$ cat src/rtl/interboard_msg_queue.sv
// interboard_msg_queue: FIFO of game-control messages that feeds the interboard sender.
// Entries leave the queue one at a time as a one-cycle o_ctrl_en plus held o_ctrl_* fields.
// An entry is issued only when the sender is idle (i_send_ready) and this board holds the
// transmit turn (i_transmit).
// Optional feature macro: MSGQ_COALESCE_EN. When it is defined, a cursor-move push overwrites
// a queued cursor-move tail entry in place instead of taking a new slot.
module interboard_msg_queue #(
    parameter int unsigned DEPTH        = 8,
    parameter int unsigned BUSY_TIMEOUT = 15,
    parameter logic [3:0]  MOVE_TYPE    = 4'd1
) (
    input  logic                   i_clk,
    input  logic                   i_rst,
    input  logic                   i_interboard_rst,
    input  logic                   i_transmit,
    input  logic                   i_push_en,
    input  logic                   i_push_move_dir,
    input  logic [4:0]             i_push_block_x,
    input  logic [2:0]             i_push_block_y,
    input  logic [3:0]             i_push_msg_type,
    input  logic [5:0]             i_push_card,
    input  logic [2:0]             i_push_sel_len,
    input  logic                   i_send_ready,
    output logic                   o_ctrl_en,
    output logic                   o_ctrl_move_dir,
    output logic [4:0]             o_ctrl_block_x,
    output logic [2:0]             o_ctrl_block_y,
    output logic [3:0]             o_ctrl_msg_type,
    output logic [5:0]             o_ctrl_card,
    output logic [2:0]             o_ctrl_sel_len,
    output logic                   o_q_full,
    output logic                   o_q_empty,
    output logic [$clog2(DEPTH):0] o_q_count,
    output logic                   o_overflow
);

    localparam int unsigned AW = $clog2(DEPTH);
    localparam int unsigned CW = AW + 1;
    localparam int unsigned TW = $clog2(BUSY_TIMEOUT + 1);

    // Entry layout: {move_dir, block_x, block_y, msg_type, card, sel_len}; msg_type is [12:9].
    localparam int unsigned EW = 22;

    typedef enum logic [1:0] {
        StIdle,
        StWaitBusy,
        StWaitReady
    } t_state;

    logic [EW-1:0] r_mem [DEPTH];
    logic [AW-1:0] r_wptr;
    logic [AW-1:0] r_rptr;
    logic [CW-1:0] r_count;
    logic          r_overflow;
    t_state        r_state;
    logic [TW-1:0] r_tcnt;
    logic          r_ctrl_en;
    logic [EW-1:0] r_ctrl;

    logic          w_rst;
    logic          w_full;
    logic          w_empty;
    logic          w_pop;
    logic          w_coalesce;
    logic          w_advance;
    logic          w_wr_en;
    logic [AW-1:0] w_wr_ptr;
    logic [EW-1:0] w_push_entry;

    assign w_rst   = i_rst | i_interboard_rst;
    assign w_full  = (r_count == CW'(DEPTH));
    assign w_empty = (r_count == '0);

    assign w_push_entry = {i_push_move_dir, i_push_block_x, i_push_block_y,
                           i_push_msg_type, i_push_card, i_push_sel_len};

    // Only the idle state may take the head; the sender handshake gates the rest.
    assign w_pop = (r_state == StIdle) && !w_empty && i_send_ready && i_transmit;

`ifdef MSGQ_COALESCE_EN
    logic [AW-1:0] w_tail_ptr;
    assign w_tail_ptr = r_wptr - 1'b1;
    // When the tail is also the head being popped this cycle, it is already in flight,
    // so the push must take a fresh slot instead.
    assign w_coalesce = i_push_en && (i_push_msg_type == MOVE_TYPE) && !w_empty
                        && (r_mem[w_tail_ptr][12:9] == MOVE_TYPE)
                        && !(w_pop && (r_count == CW'(1)));
    assign w_wr_ptr   = w_coalesce ? w_tail_ptr : r_wptr;
`else
    assign w_coalesce = 1'b0;
    assign w_wr_ptr   = r_wptr;
`endif

    // Fullness uses the registered count, so a push in the same cycle as a pop is still dropped.
    assign w_advance = i_push_en && !w_full && !w_coalesce;
    assign w_wr_en   = w_advance || w_coalesce;

    // Entry storage; stale contents are harmless because the count gates every read.
    always_ff @(posedge i_clk) begin
        if (w_wr_en) begin
            r_mem[w_wr_ptr] <= w_push_entry;
        end
    end

    // Pointers, occupancy and the sticky overflow flag.
    always_ff @(posedge i_clk) begin
        if (w_rst) begin
            r_wptr     <= '0;
            r_rptr     <= '0;
            r_count    <= '0;
            r_overflow <= 1'b0;
        end else begin
            if (w_advance) begin
                r_wptr <= r_wptr + 1'b1;
            end
            if (w_pop) begin
                r_rptr <= r_rptr + 1'b1;
            end
            case ({w_advance, w_pop})
                2'b10:   r_count <= r_count + 1'b1;
                2'b01:   r_count <= r_count - 1'b1;
                default: r_count <= r_count;
            endcase
            if (i_push_en && w_full && !w_coalesce) begin
                r_overflow <= 1'b1;
            end
        end
    end

    // Issue FSM: pop into the ctrl registers, then follow the sender's busy/ready handshake.
    always_ff @(posedge i_clk) begin
        if (w_rst) begin
            r_state   <= StIdle;
            r_tcnt    <= '0;
            r_ctrl_en <= 1'b0;
            r_ctrl    <= '0;
        end else begin
            r_ctrl_en <= 1'b0;
            case (r_state)
                StIdle: begin
                    if (w_pop) begin
                        r_ctrl    <= r_mem[r_rptr];
                        r_ctrl_en <= 1'b1;
                        r_tcnt    <= '0;
                        r_state   <= StWaitBusy;
                    end
                end
                StWaitBusy: begin
                    if (!i_send_ready) begin
                        r_tcnt  <= '0;
                        r_state <= StWaitReady;
                    end else if (r_tcnt == TW'(BUSY_TIMEOUT - 1)) begin
                        // Sender never reported busy; treat the issue as accepted.
                        r_tcnt  <= '0;
                        r_state <= StIdle;
                    end else begin
                        r_tcnt <= r_tcnt + 1'b1;
                    end
                end
                StWaitReady: begin
                    if (i_send_ready) begin
                        r_state <= StIdle;
                    end
                end
                default: begin
                    r_state <= StIdle;
                end
            endcase
        end
    end

    assign o_ctrl_en       = r_ctrl_en;
    assign o_ctrl_move_dir = r_ctrl[21];
    assign o_ctrl_block_x  = r_ctrl[20:16];
    assign o_ctrl_block_y  = r_ctrl[15:13];
    assign o_ctrl_msg_type = r_ctrl[12:9];
    assign o_ctrl_card     = r_ctrl[8:3];
    assign o_ctrl_sel_len  = r_ctrl[2:0];
    assign o_q_full        = w_full;
    assign o_q_empty       = w_empty;
    assign o_q_count       = r_count;
    assign o_overflow      = r_overflow;

endmodule

$ cat config.mk
export PLATFORM = sky130hd
export DESIGN_NAME = interboard_msg_queue
export DESIGN_NICKNAME = d
export VERILOG_FILES = /design/src/rtl/interboard_msg_queue.sv
export SDC_FILE = /design/constraint.sdc
export NUM_CORES = 1
export LEC_CHECK = 0
export BUFFER_PORTS_ARGS = -buffer_cell sky130_fd_sc_hd__buf_4
export CAP_MARGIN = 40
export CORE_MARGIN = 4
export CORE_UTILIZATION = 28
export CTS_CLUSTER_DIAMETER = 200
export CTS_CLUSTER_SIZE = 12
export DETAILED_ROUTE_END_ITERATION = 8
export PLACE_DENSITY_LB_ADDON = 0.2
export RECOVER_POWER = 50
export SETUP_SLACK_MARGIN = 0.3
export SYNTH_ARGS = -nofsm -noshare
export SYNTH_HDL_FRONTEND = slang
export SYNTH_SLANG_ARGS = --single-unit
$ cat constraint.sdc
create_clock -name i_clk -period 4.4 [get_ports i_clk]
set_input_delay 0.44 -clock i_clk [delete_from_list [all_inputs] [get_ports i_clk]]
set_output_delay 0.44 -clock i_clk [all_outputs]
set_load 0.005 [all_outputs]
==> reports/metrics.cfg <==
[clock_network]
htreeDepth=1
clockBufferDepth=3
cts_buffers=21
ctsRootBufferMaster=clkbuf_16
cts_num_sinks=216
cts_setup_buffers=0
postCtsHoldBufs=0
clk_pin_slew_worst_paths_ns=0.06
cts_resized=0
clk_latency_ns=0.49
tritoncts=built

[critical_path]
worstSetupEndpointType=register
r2r_slack_ns=1.41
slowest_delay_ns=0.68
crit_family=simple AND/OR/NAND/NOR gates
cp.required_ns=4.80
r2r_start=o_q_count[0]$_SDFFE_PP0P_
critPathArrivalTime_ns=3.39
critPathKind=reg2reg
crit-reg2reg-capture=o_q_count[3]$_SDFFE_PP0P_
critPathSlowestCell=or4_1
reg2reg_depth=9
crit_path_max_fanout=25
cp-start-kind=register
critical_path_buf_inv_count=1
crit_top_cell=ha_1
cp_cell_sequence=or4_1 > nand2_1 > inv_2 > ha_1 > ha_1 > nand3_1 > a211oi_1 > o21ai_0 > o31ai_1

[sta]
finalSetupTns_ns=0
slew_violations=0
hold_violations=0
tightest_slew_ns=1.14
slew_headroom=0.240
finalCritPeriodShare=0.681
whs_ns=0.134
finalCriticalPeriod_ns=2.99
fmax_ghz=0.334
fin_worst_skew_ns=0.0149
setup_viol_count_final=0
rsz0062_at_grt=false

[placement]
place_inst=873
dpl_cell_area_mm2=0.00917
post-dp-hpwl_mm=10.2
io_buffers=57
gp_congestion=0.703

[yosys]
synth_area_mm2=0.00816
ys.flop_type=edfxtp_1
synth.avg_cell_area_um2=18.5
synth.ff_latch_count=216
synth.top_cells.by_area=edfxtp_1, mux4_2, dfxtp_1, nor2_1, o22ai_1
synth-edff-count=176
synthArstFlopShare=0
synth_cells=442
yosys-top-cells-count=edfxtp_1, mux4_2, dfxtp_1
syn_nets=478
ys_seq_area_frac=0.746
yosysTopAreaCell=edfxtp_1
yosysWarnings=0
synth_top_cell_area_share=0.648
ys_types=43
yosysMostFrequentCell=edfxtp_1

[min_path]
hold_end=r_state[1]$_SDFFE_PP0P_
hp-start=i_send_ready
hold_path_depth=2
hold_class=in2reg

[floorplan]
die_h_um=179
die_w_um=179
coreArea_mm2=0.0287
num_io_pins=58
start_util=0.284
rows=62
die-area_mm2=0.0319

[global_route]
track_usage=0.112
grt_max_degree=27
grt_pass1_vias=4385
met2_usage=0.200
overflow=0
antenna_found_initial=1
grt_use_met1=0.143
grt_pass1_wl_mm=26.8
grt.busiest_layer=met2
grt_use_met3=0.0228

[final_layout]
diodes=0
layout-drive-gt1-share=0.241
fin_area_mm2=0.00962
area_growth_pct=17.9
fillers=2787
final_nets=548
final_cells=910

[run_status]
outcome=finished, final reports clean

[power]
swShare=0.197
pwr-share-seq=0.568
p_leak_nw=3.04
power.density_mw_per_mm2=411
ir_worst_vdd_mv=0.193
combPwrFrac=0.029
clkPwrFrac=0.403
p_switching_mw=0.777
p_int_mw=3.17
p_total_mw=3.95

[route]
avgRoutedWirePerCell_um=19.6
drt_iter0_drc=211
drt_pre_antenna_iters=4
drc_errors=0
ant_nets=0
vias=4141
vias_per_cell=4.55
wl_mm=17.8

[run]
maxCapViolCount=0

## flip-flops by register name, summed over array words and instances (netlist names)
name        flops
r_ctrl         22
r_state         2
o_q_count       4
r_mem         176
r_rptr          3
o_ctrl_en       1
o_overflow      1
r_wptr          3
r_tcnt          4
## cell type report
type | count | area, um^2 | share of cell area
Clock buffer | 37 | 586 | 0.0609
Multi-Input combinational cell | 195 | 1940 | 0.202
Sequential cell | 216 | 6090 | 0.633
Timing Repair Buffer | 70 | 493 | 0.0512
Tap cell | 384 | 480 | 0.0499
Inverter | 8 | 30.0 | 0.00312
## power groups by stage
| stage | Sequential, mW | Clock, mW | Combinational (mW) |
|---|---|---|---|
| detailed placement | 2.29 | 0 | 0.131 |
| finish | 2.24 | 1.59 | 0.115 |
| global route | 2.24 | 1.74 | 0.129 |
| floorplan | 2.29 | 0 | 0.0617 |
| global placement | 2.29 | 0 | 0.124 |
| CTS | 2.24 | 1.65 | 0.132 |
## per-layer routing
layer  vias to the layer above  part of all wire
li1                       1907                 -
met1                      2131              0.43
met2                        76              0.51
met3                        25             0.045
met4                         2             0.014
met5                         -           0.00073
## worst max-delay path by stage
stage                     cells past startpoint                       from                         to
after global placement                       11               i_send_ready  o_q_count[2]$_SDFFE_PP0P_
after floorplan                               4  o_q_count[0]$_SDFFE_PP0P_      r_mem[0][0]$_DFFE_PP_
after CTS                                     9  o_q_count[0]$_SDFFE_PP0P_  o_q_count[3]$_SDFFE_PP0P_
final                                         9  o_q_count[0]$_SDFFE_PP0P_  o_q_count[3]$_SDFFE_PP0P_
after detailed placement                      9  o_q_count[0]$_SDFFE_PP0P_  o_q_count[3]$_SDFFE_PP0P_
after global routing                          9  o_q_count[0]$_SDFFE_PP0P_  o_q_count[3]$_SDFFE_PP0P_
## cells in the final DEF (no fill, tap or decap), drive strengths merged, types with 2 or more instances in the layout
cell type	instances
mux4	44
o22ai	22
buf	20
nor2	38
or2	2
o31ai	4
nor3	7
dfxtp	40
nand3	8
nand2b	2
inv	8
xor2	4
nand2	7
ha	7
o21ai	23
xnor2	3
edfxtp	176
a211oi	2
a21oi	9
clkbuf	87
## logic make-up (layout without fill, tap and decap cells)
family | after synthesis | in the layout | share of synthesized area
compound gates | 62 | 62 | 0.0461
simple gates | 74 | 74 | 0.0466
flops | 216 | 216 | 0.746
mux | 44 | 44 | 0.121
xor+xnor | 7 | 7 | 0.00751
fa+ha+maj | 8 | 8 | 0.0132
buf+inv | 31 | 115 | 0.0195
## through the flow
step / utilization / worst slack [ns]
floorplan: - / 0.970
global placement: 0.316 / 1.73
detailed placement: 0.319 / 1.59
CTS: 0.340 / 1.59
global route: 0.335 / 1.22
finish: 0.335 / 1.41
No activity file was read; power rests on OpenSTA's default activity.
